### config.mk
export PLATFORM = sky130hd
export DESIGN_NAME = fetch_ras_flat
export DESIGN_NICKNAME = d
export VERILOG_FILES = /design/src/rtl/fetch_ras_pkg.sv /design/src/rtl/fetch_ras_if.sv /design/src/rtl/fetch_ras_regfile.sv /design/src/rtl/fetch_ras.sv /design/src/flat_wrapper.sv
export SDC_FILE = /design/constraint.sdc
export NUM_CORES = 2
export LEC_CHECK = 0
export CORE_MARGIN = 3
export CORE_UTILIZATION = 50
export DETAILED_ROUTE_END_ITERATION = 12
export GPL_ROUTABILITY_DRIVEN = 0
export PLACE_DENSITY = 0.67
export SLEW_MARGIN = 20
export SYNTH_ARGS = -nofsm -noshare
export SYNTH_HDL_FRONTEND = slang
export SYNTH_HIERARCHICAL = 1
export SYNTH_SLANG_ARGS = --single-unit
### constraint.sdc
create_clock -name clock -period 4.3 [get_ports clock]
set_input_delay 1.075 -clock clock [delete_from_list [all_inputs] [get_ports clock]]
set_output_delay 1.075 -clock clock [all_outputs]
set_load 0.01 [all_outputs]
### src/rtl/fetch_ras_pkg.sv
// rtl/fetch_ras_pkg.sv - shared constants, types and slot arbitration for the fetch return address stack
package fetch_ras_pkg;

  localparam int RAS_DEPTH = 16;
  localparam int ADDR_W    = 64;
  localparam int PC_INC    = 4;

  typedef enum logic [1:0] {
    RAS_NONE = 2'd0,
    RAS_PUSH = 2'd1,
    RAS_POP  = 2'd2
  } ras_op_e;

  // Acting operation of a bundle and the slot it came from (0 = slot 1, 1 = slot 2)
  typedef struct packed {
    ras_op_e op;
    logic    slot;
  } ras_act_t;

  // The first control transfer in the bundle acts; anything after it is squashed
  function automatic ras_act_t ras_arbitrate(
    input logic bsr_1,
    input logic ret_1,
    input logic uncond_1,
    input logic bsr_2,
    input logic ret_2
  );
    ras_act_t act;
    act.op   = RAS_NONE;
    act.slot = 1'b0;
    if (bsr_1) begin
      act.op = RAS_PUSH;
    end else if (ret_1) begin
      act.op = RAS_POP;
    end else if (uncond_1) begin
      act.op = RAS_NONE;
    end else if (bsr_2) begin
      act.op   = RAS_PUSH;
      act.slot = 1'b1;
    end else if (ret_2) begin
      act.op   = RAS_POP;
      act.slot = 1'b1;
    end
    return act;
  endfunction

endpackage

### src/rtl/fetch_ras_if.sv
// rtl/fetch_ras_if.sv - fetch-side bundle, recovery and prediction signals of the return address stack
interface fetch_ras_if
  import fetch_ras_pkg::*;
#(
  parameter int DEPTH  = RAS_DEPTH,
  parameter int ADDR_W = fetch_ras_pkg::ADDR_W
);
  localparam int PTR_W = $clog2(DEPTH);

  logic              fetch_valid;
  logic [ADDR_W-1:0] fetch_pc;
  logic              bsr_1;
  logic              bsr_2;
  logic              ret_1;
  logic              ret_2;
  logic              uncond_1;
  logic              recover;
  logic [PTR_W-1:0]  recover_tos;
  logic [PTR_W:0]    recover_count;
  logic              ret_pred_valid;
  logic [ADDR_W-1:0] ret_pred_target;
  logic              ret_pred_slot;
  logic [PTR_W-1:0]  ckpt_tos;
  logic [PTR_W:0]    ckpt_count;

  modport master (
    output fetch_valid, fetch_pc, bsr_1, bsr_2, ret_1, ret_2, uncond_1,
           recover, recover_tos, recover_count,
    input  ret_pred_valid, ret_pred_target, ret_pred_slot, ckpt_tos, ckpt_count
  );

  modport slave (
    input  fetch_valid, fetch_pc, bsr_1, bsr_2, ret_1, ret_2, uncond_1,
           recover, recover_tos, recover_count,
    output ret_pred_valid, ret_pred_target, ret_pred_slot, ckpt_tos, ckpt_count
  );

endinterface

### src/rtl/fetch_ras_regfile.sv
// rtl/fetch_ras_regfile.sv - DEPTH x ADDR_W stack storage, one sync write, one async read, async clear
module ras_regfile #(
  parameter int DEPTH  = 16,
  parameter int ADDR_W = 64,
  parameter int PTR_W  = $clog2(DEPTH)
) (
  input  logic              clock,
  input  logic              reset,
  input  logic              we,
  input  logic [PTR_W-1:0]  waddr,
  input  logic [ADDR_W-1:0] wdata,
  input  logic [PTR_W-1:0]  raddr,
  output logic [ADDR_W-1:0] rdata
);

  logic [ADDR_W-1:0] mem [DEPTH];

  // Entry write on push; whole array cleared while reset is low
  always_ff @(posedge clock or negedge reset) begin
    if (!reset) begin
      for (int i = 0; i < DEPTH; i++) begin
        mem[i] <= '0;
      end
    end else if (we) begin
      mem[waddr] <= wdata;
    end
  end

  assign rdata = mem[raddr];

endmodule

### src/rtl/fetch_ras.sv
// rtl/fetch_ras.sv - two-wide return address stack with checkpoint restore for the fetch stage
module fetch_ras #(
  parameter int DEPTH  = fetch_ras_pkg::RAS_DEPTH,
  parameter int ADDR_W = fetch_ras_pkg::ADDR_W,
  parameter int PTR_W  = $clog2(DEPTH)
) (
  input logic        clock,
  input logic        reset,
  fetch_ras_if.slave bus
);
  import fetch_ras_pkg::*;

  localparam logic [PTR_W:0]    COUNT_FULL = (PTR_W + 1)'(DEPTH);
  localparam logic [ADDR_W-1:0] INC_1      = ADDR_W'(PC_INC);
  localparam logic [ADDR_W-1:0] INC_2      = ADDR_W'(2 * PC_INC);

  logic [PTR_W-1:0]  tos;
  logic [PTR_W:0]    count;
  logic [PTR_W-1:0]  tos_inc;
  logic [PTR_W-1:0]  tos_dec;
  ras_act_t          act;
  logic              fetch_go;
  logic              do_push;
  logic              do_pop;
  logic              stack_nonempty;
  logic [ADDR_W-1:0] push_pc;
  logic [ADDR_W-1:0] top_entry;

  // Pick the acting slot and decide whether this bundle moves the stack
  always_comb begin
    act            = ras_arbitrate(bus.bsr_1, bus.ret_1, bus.uncond_1, bus.bsr_2, bus.ret_2);
    stack_nonempty = (count != '0);
    // Recovery overrides the bundle in the same cycle
    fetch_go       = bus.fetch_valid && !bus.recover;
    do_push        = fetch_go && (act.op == RAS_PUSH);
    do_pop         = fetch_go && (act.op == RAS_POP) && stack_nonempty;
    push_pc        = bus.fetch_pc + (act.slot ? INC_2 : INC_1);
    // Power-of-two depth lets the pointer wrap by plain overflow
    tos_inc        = tos + 1'b1;
    tos_dec        = tos - 1'b1;
  end

  // Pointer and occupancy: restore on recover, else follow the acting push/pop
  always_ff @(posedge clock or negedge reset) begin
    if (!reset) begin
      tos   <= '0;
      count <= '0;
    end else if (bus.recover) begin
      tos   <= bus.recover_tos;
      count <= bus.recover_count;
    end else if (do_push) begin
      tos <= tos_inc;
      // On overflow the oldest entry is overwritten and occupancy saturates
      if (count != COUNT_FULL) begin
        count <= count + 1'b1;
      end
    end else if (do_pop) begin
      tos   <= tos_dec;
      count <= count - 1'b1;
    end
  end

  ras_regfile #(
    .DEPTH  (DEPTH),
    .ADDR_W (ADDR_W),
    .PTR_W  (PTR_W)
  ) u_regfile (
    .clock (clock),
    .reset (reset),
    .we    (do_push),
    .waddr (tos_inc),
    .wdata (push_pc),
    .raddr (tos),
    .rdata (top_entry)
  );

  // Same-cycle prediction from the current top of stack
  always_comb begin
    bus.ret_pred_valid  = do_pop;
    bus.ret_pred_target = top_entry;
    bus.ret_pred_slot   = (act.op == RAS_POP) ? act.slot : 1'b0;
    bus.ckpt_tos        = tos;
    bus.ckpt_count      = count;
  end

endmodule

### src/flat_wrapper.sv
// flat-port wrapper written by rule: the top's interface ports become plain ports
module fetch_ras_flat import fetch_ras_pkg::*;
#(
  parameter int DEPTH  = fetch_ras_pkg::RAS_DEPTH,
  parameter int ADDR_W = fetch_ras_pkg::ADDR_W,
  parameter int PTR_W  = $clog2(DEPTH)
)
  (clock, reset, bus_fetch_valid, bus_fetch_pc, bus_bsr_1, bus_bsr_2, bus_ret_1, bus_ret_2, bus_uncond_1, bus_recover, bus_recover_tos, bus_recover_count, bus_ret_pred_valid, bus_ret_pred_target, bus_ret_pred_slot, bus_ckpt_tos, bus_ckpt_count);
  fetch_ras_if #(.DEPTH(DEPTH), .ADDR_W(ADDR_W)) bus_i ();
  input logic clock;
  input logic reset;
  input wire logic [$bits(bus_i.fetch_valid)-1:0] bus_fetch_valid;
  input wire logic [$bits(bus_i.fetch_pc)-1:0] bus_fetch_pc;
  input wire logic [$bits(bus_i.bsr_1)-1:0] bus_bsr_1;
  input wire logic [$bits(bus_i.bsr_2)-1:0] bus_bsr_2;
  input wire logic [$bits(bus_i.ret_1)-1:0] bus_ret_1;
  input wire logic [$bits(bus_i.ret_2)-1:0] bus_ret_2;
  input wire logic [$bits(bus_i.uncond_1)-1:0] bus_uncond_1;
  input wire logic [$bits(bus_i.recover)-1:0] bus_recover;
  input wire logic [$bits(bus_i.recover_tos)-1:0] bus_recover_tos;
  input wire logic [$bits(bus_i.recover_count)-1:0] bus_recover_count;
  output wire logic [$bits(bus_i.ret_pred_valid)-1:0] bus_ret_pred_valid;
  output wire logic [$bits(bus_i.ret_pred_target)-1:0] bus_ret_pred_target;
  output wire logic [$bits(bus_i.ret_pred_slot)-1:0] bus_ret_pred_slot;
  output wire logic [$bits(bus_i.ckpt_tos)-1:0] bus_ckpt_tos;
  output wire logic [$bits(bus_i.ckpt_count)-1:0] bus_ckpt_count;
  assign bus_i.fetch_valid = bus_fetch_valid;
  assign bus_i.fetch_pc = bus_fetch_pc;
  assign bus_i.bsr_1 = bus_bsr_1;
  assign bus_i.bsr_2 = bus_bsr_2;
  assign bus_i.ret_1 = bus_ret_1;
  assign bus_i.ret_2 = bus_ret_2;
  assign bus_i.uncond_1 = bus_uncond_1;
  assign bus_i.recover = bus_recover;
  assign bus_i.recover_tos = bus_recover_tos;
  assign bus_i.recover_count = bus_recover_count;
  assign bus_ret_pred_valid = bus_i.ret_pred_valid;
  assign bus_ret_pred_target = bus_i.ret_pred_target;
  assign bus_ret_pred_slot = bus_i.ret_pred_slot;
  assign bus_ckpt_tos = bus_i.ckpt_tos;
  assign bus_ckpt_count = bus_i.ckpt_count;
  fetch_ras #(.DEPTH(DEPTH), .ADDR_W(ADDR_W), .PTR_W(PTR_W)) u_core (.clock(clock), .reset(reset), .bus(bus_i));
endmodule
Yosys cells after proc, flatten, opt, wreduce, memory -nomap -nowiden

Cells that the tools add are included.
Widths: inputs -> output; s select.

Input port bits: 82
Output and inout bits: 75
Bits in registers: 1,033

Magnitude comparators: 3
Reductions and logical operators: 9
Equal/unequal tests: 4
Add/sub/neg operators: 5
Bitwise logic cells: 2
Muxes and demuxes: 23

Operators with widths:

| kind                | number |
|---|---|
| $bwmux 1024         | 1 |
| $bmux 64 s4         | 1 |
| $demux 64 s4        | 1 |
| $mux 64             | 3 |
| $add 64x64->64      | 1 |
| $mux 5              | 4 |
| $mux 4              | 4 |
| $ge 5x5->1 const B  | 2 |
| $not 4->5           | 2 |
| $mux 2              | 3 |
| $mux 3              | 2 |
| $add 5x1->5 const B | 1 |
| $logic_and 1x1->1   | 5 |
| $lt 5x1->1 const B  | 1 |
| $ne 5x5->1 const B  | 1 |
| $reduce_bool 5->1   | 1 |
| $sub 5x1->5 const B | 1 |
| $add 4x1->4 const B | 1 |
| $mux 1              | 4 |
| $sub 4x1->4 const B | 1 |
| $ne 3x3->1 const B  | 1 |
| $reduce_bool 3->1   | 1 |
| $eq 2x1->1 const B  | 1 |
| $eq 2x2->1 const B  | 1 |
| 2 further kinds     | 2 |

Logic depth before layout (Yosys ltp)

Word-level depth: 11
Mapped depth: 11
Depth with buffers taken out: 10

Hierarchy

The synthesis kept the hierarchy.

Modules (own cells, without submodules):

| module      | area each (um^2) | cells each | times used | sequential area each (um^2) |
|---|---|---|---|---|
| ras_regfile | 45,867.7         | 2,775      | 1          | 25,624.6 |
| fetch_ras   | 2,079.5          | 280        | 1          | 225.2 |

Least setup slack after synthesis

No wires, ideal clock.

Path type: input -> register
From: input bus_ret_1
To: register u_core/u_regfile/mem[434] (netlist bit)
Path buffers: 1
Data arrival time: 3.384 ns
Slack: 0.851 ns
Data required time: 4.235 ns
Library setup time: 0.065 ns
Stages: 11
Cells stage by stage: nor3_1 o21ai_0 inv_1 fa_1 nand2_1 or3_1 nor3_2 nand4_1 xnor2_1 clkbuf_1 mux2_2

Word-level cells in the longest chain between the ends: 5
Elaborated cells on any way between the ends: 9
Classes of those cells: add/sub (1); eq/ne (1); mux (6); reduce/logical (1)

Ends and longest elaborated chain:

| what                            | RTL line                | source |
|---|---|---|
| from (decl)                     | flat_wrapper.sv:16      | `input wire logic [$bits(bus_i.ret_1)-1:0] bus_ret_1;` |
| $mux 1                          | fetch_ras_pkg.sv:33     | `end else if (ret_1) begin` |
| $mux 1                          | fetch_ras_pkg.sv:31     | `if (bsr_1) begin` |
| $mux 4                          | fetch_ras.sv:37         | `push_pc = bus.fetch_pc + (act.slot ? INC_2 : INC_1);` |
| $add 64x64->64                  | fetch_ras.sv:37         |  |
| net u_core.push_pc[50]          | fetch_ras.sv:26         | `logic [ADDR_W-1:0] push_pc;` |
| $bwmux 1024                     | fetch_ras_regfile.sv:25 | `mem[waddr] <= wdata;` |
| to (signal, indexed assignment) | fetch_ras_regfile.sv:25 |  |
| to (decl)                       | fetch_ras_regfile.sv:16 | `logic [ADDR_W-1:0] mem [DEPTH];` |

The timed path passes the listed nets, and every way through them passes these cells.
A chain may end at the register's enable or synchronous reset.

Worst setup path in the final report

From: register u_core.tos[0], in the netlist u_core/bus.ckpt_tos[0]
To: output bus_ret_pred_target[61]

Word-level cells in the longest chain between the ends: 4

Ends and longest elaborated chain:

| what                                        | RTL line                | source |
|---|---|---|
| from (decl)                                 | fetch_ras.sv:17         | `logic [PTR_W-1:0] tos;` |
| from (signal assigned)                      | fetch_ras.sv:49         | `tos <= bus.recover_tos;` |
| from (signal assigned)                      | fetch_ras.sv:52         | `tos <= tos_inc;` |
| from (signal assigned)                      | fetch_ras.sv:58         | `tos <= tos_dec;` |
| $not 4->5 (implied by the code)             | fetch_ras_regfile.sv:29 | `assign rdata = mem[raddr];` |
| $bmux 64 s4                                 | fetch_ras_regfile.sv:29 |  |
| $mux 64 (implied by the code) (2 in series) | fetch_ras_regfile.sv:29 |  |
| to (decl)                                   | flat_wrapper.sv:23      | `output wire logic [$bits(bus_i.ret_pred_target)-1:0] bus_ret_pred_target;` |

No other way between the ends. The select of a mux whose other input is x is not followed.

==> metrics.md <==
| Metric | Value |
|---|---|
| Status | `completed` |
| Post-synthesis async set-or-reset flop share | `1.00` |
| Post-synth cell types | `between 50 and 60` |
| Worst vdd ir | `~0.42 mV` |
| Crit path DAT | `3110 ps` |
| CP delay by family, top | `buffers and inverters` |
| Crit. Startpoint | `u_core/bus.ckpt_tos[0]` |
| Yosys Warn Count | `6` |
| Multi-input logic area | `between 20000 and 25000 um2` |
| Post-Synthesis Cells | `3055` |
| Via count | `28200` |
| Syn_nets | `~3100` |
| Pin count of the biggest net entering global routing | `118` |
| Total of max-cap violations | `0` |
| Final setup margin | `118 ps` |
| Drt drc | `0` |
| Slew headroom | `0.210` |
| Routed wire length | `130000 um` |
| Startpoint types | `register` |
| Vias in the first global route | `31600` |
| Worst path bufs/invs | `3` |
| Clock sink count | `between 1000 and 1500` |
| Die W | `316 um` |
| Share of cells above drive strength 1 | `0.496` |
| Synth-to-Final Area Change | `17.8%` |
| FF+latch area | `~26000 um2` |
| Syn Std Cell Area | `47900 um2` |
| Die Ht | `about 320 um` |
| Initial Utilization | `0.509` |
| Antenna Nets Post-Route | `0` |
| Highest Clock Rate | `between 200 and 250 MHz` |
| Post-synth EDFFs | `0` |
| Leakage power | `0.0257 uW` |
| Fill cells | `7087` |
| Root Buffer | `clkbuf_16` |
| Grt total ovfl | `0` |
| Final Power | `34300 uW` |
| First-pass GRT wire length | `200000 um` |
| # nets final | `3355` |
| Hold Fails Final Rpt | `0` |
| Pwr Density | `about 600 nW/um2` |
| Critical Path RT | `3220 ps` |
| Post-Route Skew | `23.8 ps` |
| Clk buf depth | `3` |
| Final setup viols | `0` |
| Clk slew on worst S/H paths | `60 ps` |
| CTS Buf Count | `110` |
| Crit Path Max Fanout | `24` |
| Hold_ws | `424 ps` |
| CP Class | `register to output port` |
| Stages on worst setup path | `6` |
| Number of synthesized register bits | `1033` |
| CTS tree | `yes` |
| Pins Over Slew Limit | `0` |
| Slew @ Worst Pin | `around 1200 ps` |
| Max incr delay on CP | `~540 ps` |
| Gr usage total | `0.266` |
| Latest clock arrival within the worst-skew pair | `670 ps` |
| Ys flop type | `dfrtp_1` |
| Seq/Total Area, Yosys | `0.539` |
| H-tree Lvls | `3` |
| Hold crit path type | `input pin to async pin` |
| ANT cells | `0` |
| Worst r2r src | `u_core/bus.ckpt_tos[1]` |
| Initial DRT Pass Iterations | `7` |
| Crit-path cells | `buf_6 > buf_16 > mux4_2 > a22oi_1 > nand2_1 > clkdlybuf4s50_1` |
| R2r endpoint | `u_core/u_regfile/mem[552]` |
| Initial DRC count | `around 2200` |
| Pre-CTS setup slack | `-445 ps` |
| Wire length per cell | `28.2 um` |
| Core area | `between 90000 and 100000 um2` |
| Fin crit share | `0.973` |
| Io pins | `157` |
| Initial antenna violation count | `1` |
| Full die area | `99600 um2` |
| Rows | `112` |
| Dpl hpwl | `~78000 um` |
| End point of the critical path | `bus_ret_pred_target[61]` |
| Crit path max-delay cell type | `mux4_2` |
| Post-route minimum period | `4180 ps` |
| Via density | `6.13` |
| Setup crit end kind | `output port` |
| Syn_area_per_cell | `15.7 um2` |
| Worst reg2reg setup slack | `680 ps` |
| R2r worst-path depth | `7` |
| # port buffers | `156` |
[worst reg2reg max path: cells and delay by family (launching register included)]
| family | cells | cell delay (ps) |
|---|---|---|
| AND/OR/NAND/NOR | 2 | 980 |
| flip-flops | 1 | 680 |
| XOR/XNOR | 1 | 650 |
| buffers and inverters | 2 | 570 |
| multiplexers | 1 | 390 |
| adder cells (fa/ha/maj) | 1 | 210 |
[layout make-up]
cell class,instances,share of cell area
sequential,1033,0.458
clock buffer,171,0.0587
clock inverter,27,0.00594
multi-input combinational,1756,0.374
tap,1254,0.0278
inverter,13,0.000864
timing repair buffer,350,0.0747
[cells in the final DEF, fill, tap and decap left out, types with 29 or more instances in the layout]
cell / netlist / routed
clkbuf_8: 0 / 29
mux2_1: 58 / 58
buf_4: 1 / 98
mux4_2: 256 / 256
nand2_1: 94 / 94
buf_12: 0 / 88
clkbuf_16: 0 / 113
dfrtp_1: 1033 / 1031
clkbuf_1: 111 / 30
a22oi_1: 128 / 128
clkdlybuf4s50_1: 0 / 155
mux2_4: 60 / 60
mux2_2: 907 / 907
[registers in the layout, indices dropped and copies added, names as in the netlist]
register and count:
u_core/u_regfile/mem 1024, u_core/bus.ckpt_tos 4, u_core/bus.ckpt_count 5
[stage by stage]
| step | utilization | setup TNS, ps | area (um2) | cells |
|---|---|---|---|---|
| finish | 0.600 | 0 | 56500 | 4604 |
| global route | 0.600 | -325 | 56500 | 4604 |
| CTS | 0.596 | 0 | 56200 | 4603 |
| detailed placement | 0.557 | -150310 | 52400 | 4400 |
| global placement | 0.557 | -80440 | 52400 | 4400 |
| floorplan | - | 0 | 47900 | 3055 |
[repair_timing]
item	CTS	global route
hold buffers	0	0
setup endpoints to repair	60	6
buffers inserted	5	0
gates cloned	0	1
endpoints found under the hold margin	0	0
gates resized for setup	0	6
[logic make-up (layout without fill, tap and decap cells)]
family / Yosys count / in the layout / synth area share
xor gates and xnor gates: 67 / 67 / 0.0122
muxes: 1281 / 1281 / 0.366
and+or+nand+nor: 245 / 245 / 0.0283
AOI/OAI and AO/OA: 154 / 154 / 0.0242
adders and majority gates: 9 / 9 / 0.00266
buffers and inverters: 266 / 561 / 0.0278
DFF: 1033 / 1033 / 0.539
[layer usage]
| metal | vias up | global-route usage | routed length, um |
|---|---|---|---|
| li1 | 11800 | - | - |
| met1 | 15400 | 0.356 | 54500 |
| met2 | 766 | 0.461 | 66300 |
| met3 | 219 | 0.0328 | 5640 |
| met4 | 2 | 0.0747 | 3530 |
| met5 | - | 0 | 13 |
[Yosys cell counts, drive strengths merged, types with 4 or more instances]
cell	n	area, um2
nand2b	7	53.8
clkbuf	111	417
or3	6	37.5
xor2	26	228
and2	8	52.6
dfrtp	1033	25800
nor2b	4	25.0
mux2	1025	11800
a22oi	128	961
and3	7	45.1
mux4	256	5770
inv	13	48.8
and4	8	70.1
nand2	96	365
nor3	28	205
xnor2	41	359
o21ai	7	35.0
nand4	24	171
nand3	22	110
buf	142	866
ha	7	87.6
nor2	24	105
[worst min-delay path by stage]
| stage | end | slack [ps] | cells past startpoint |
|---|---|---|---|
| finish | u_core/u_regfile/mem[840] | 420 | 1 |
| global route | u_core/u_regfile/mem[648] | 450 | 1 |
| CTS | u_core/u_regfile/mem[648] | 440 | 1 |
| detailed placement | u_core/u_regfile/mem[779] | 470 | 1 |
| global placement | u_core/u_regfile/mem[337] | 460 | 1 |
| floorplan | u_core/u_regfile/mem[331] | 450 | 1 |
[power by group]
group          total, uW  internal, uW  switching [uW]
Combinational       9220          5790            3440
Clock               9500          5680            3830
Sequential         15600         13600            2000
(Power assumes the default switching activity.)
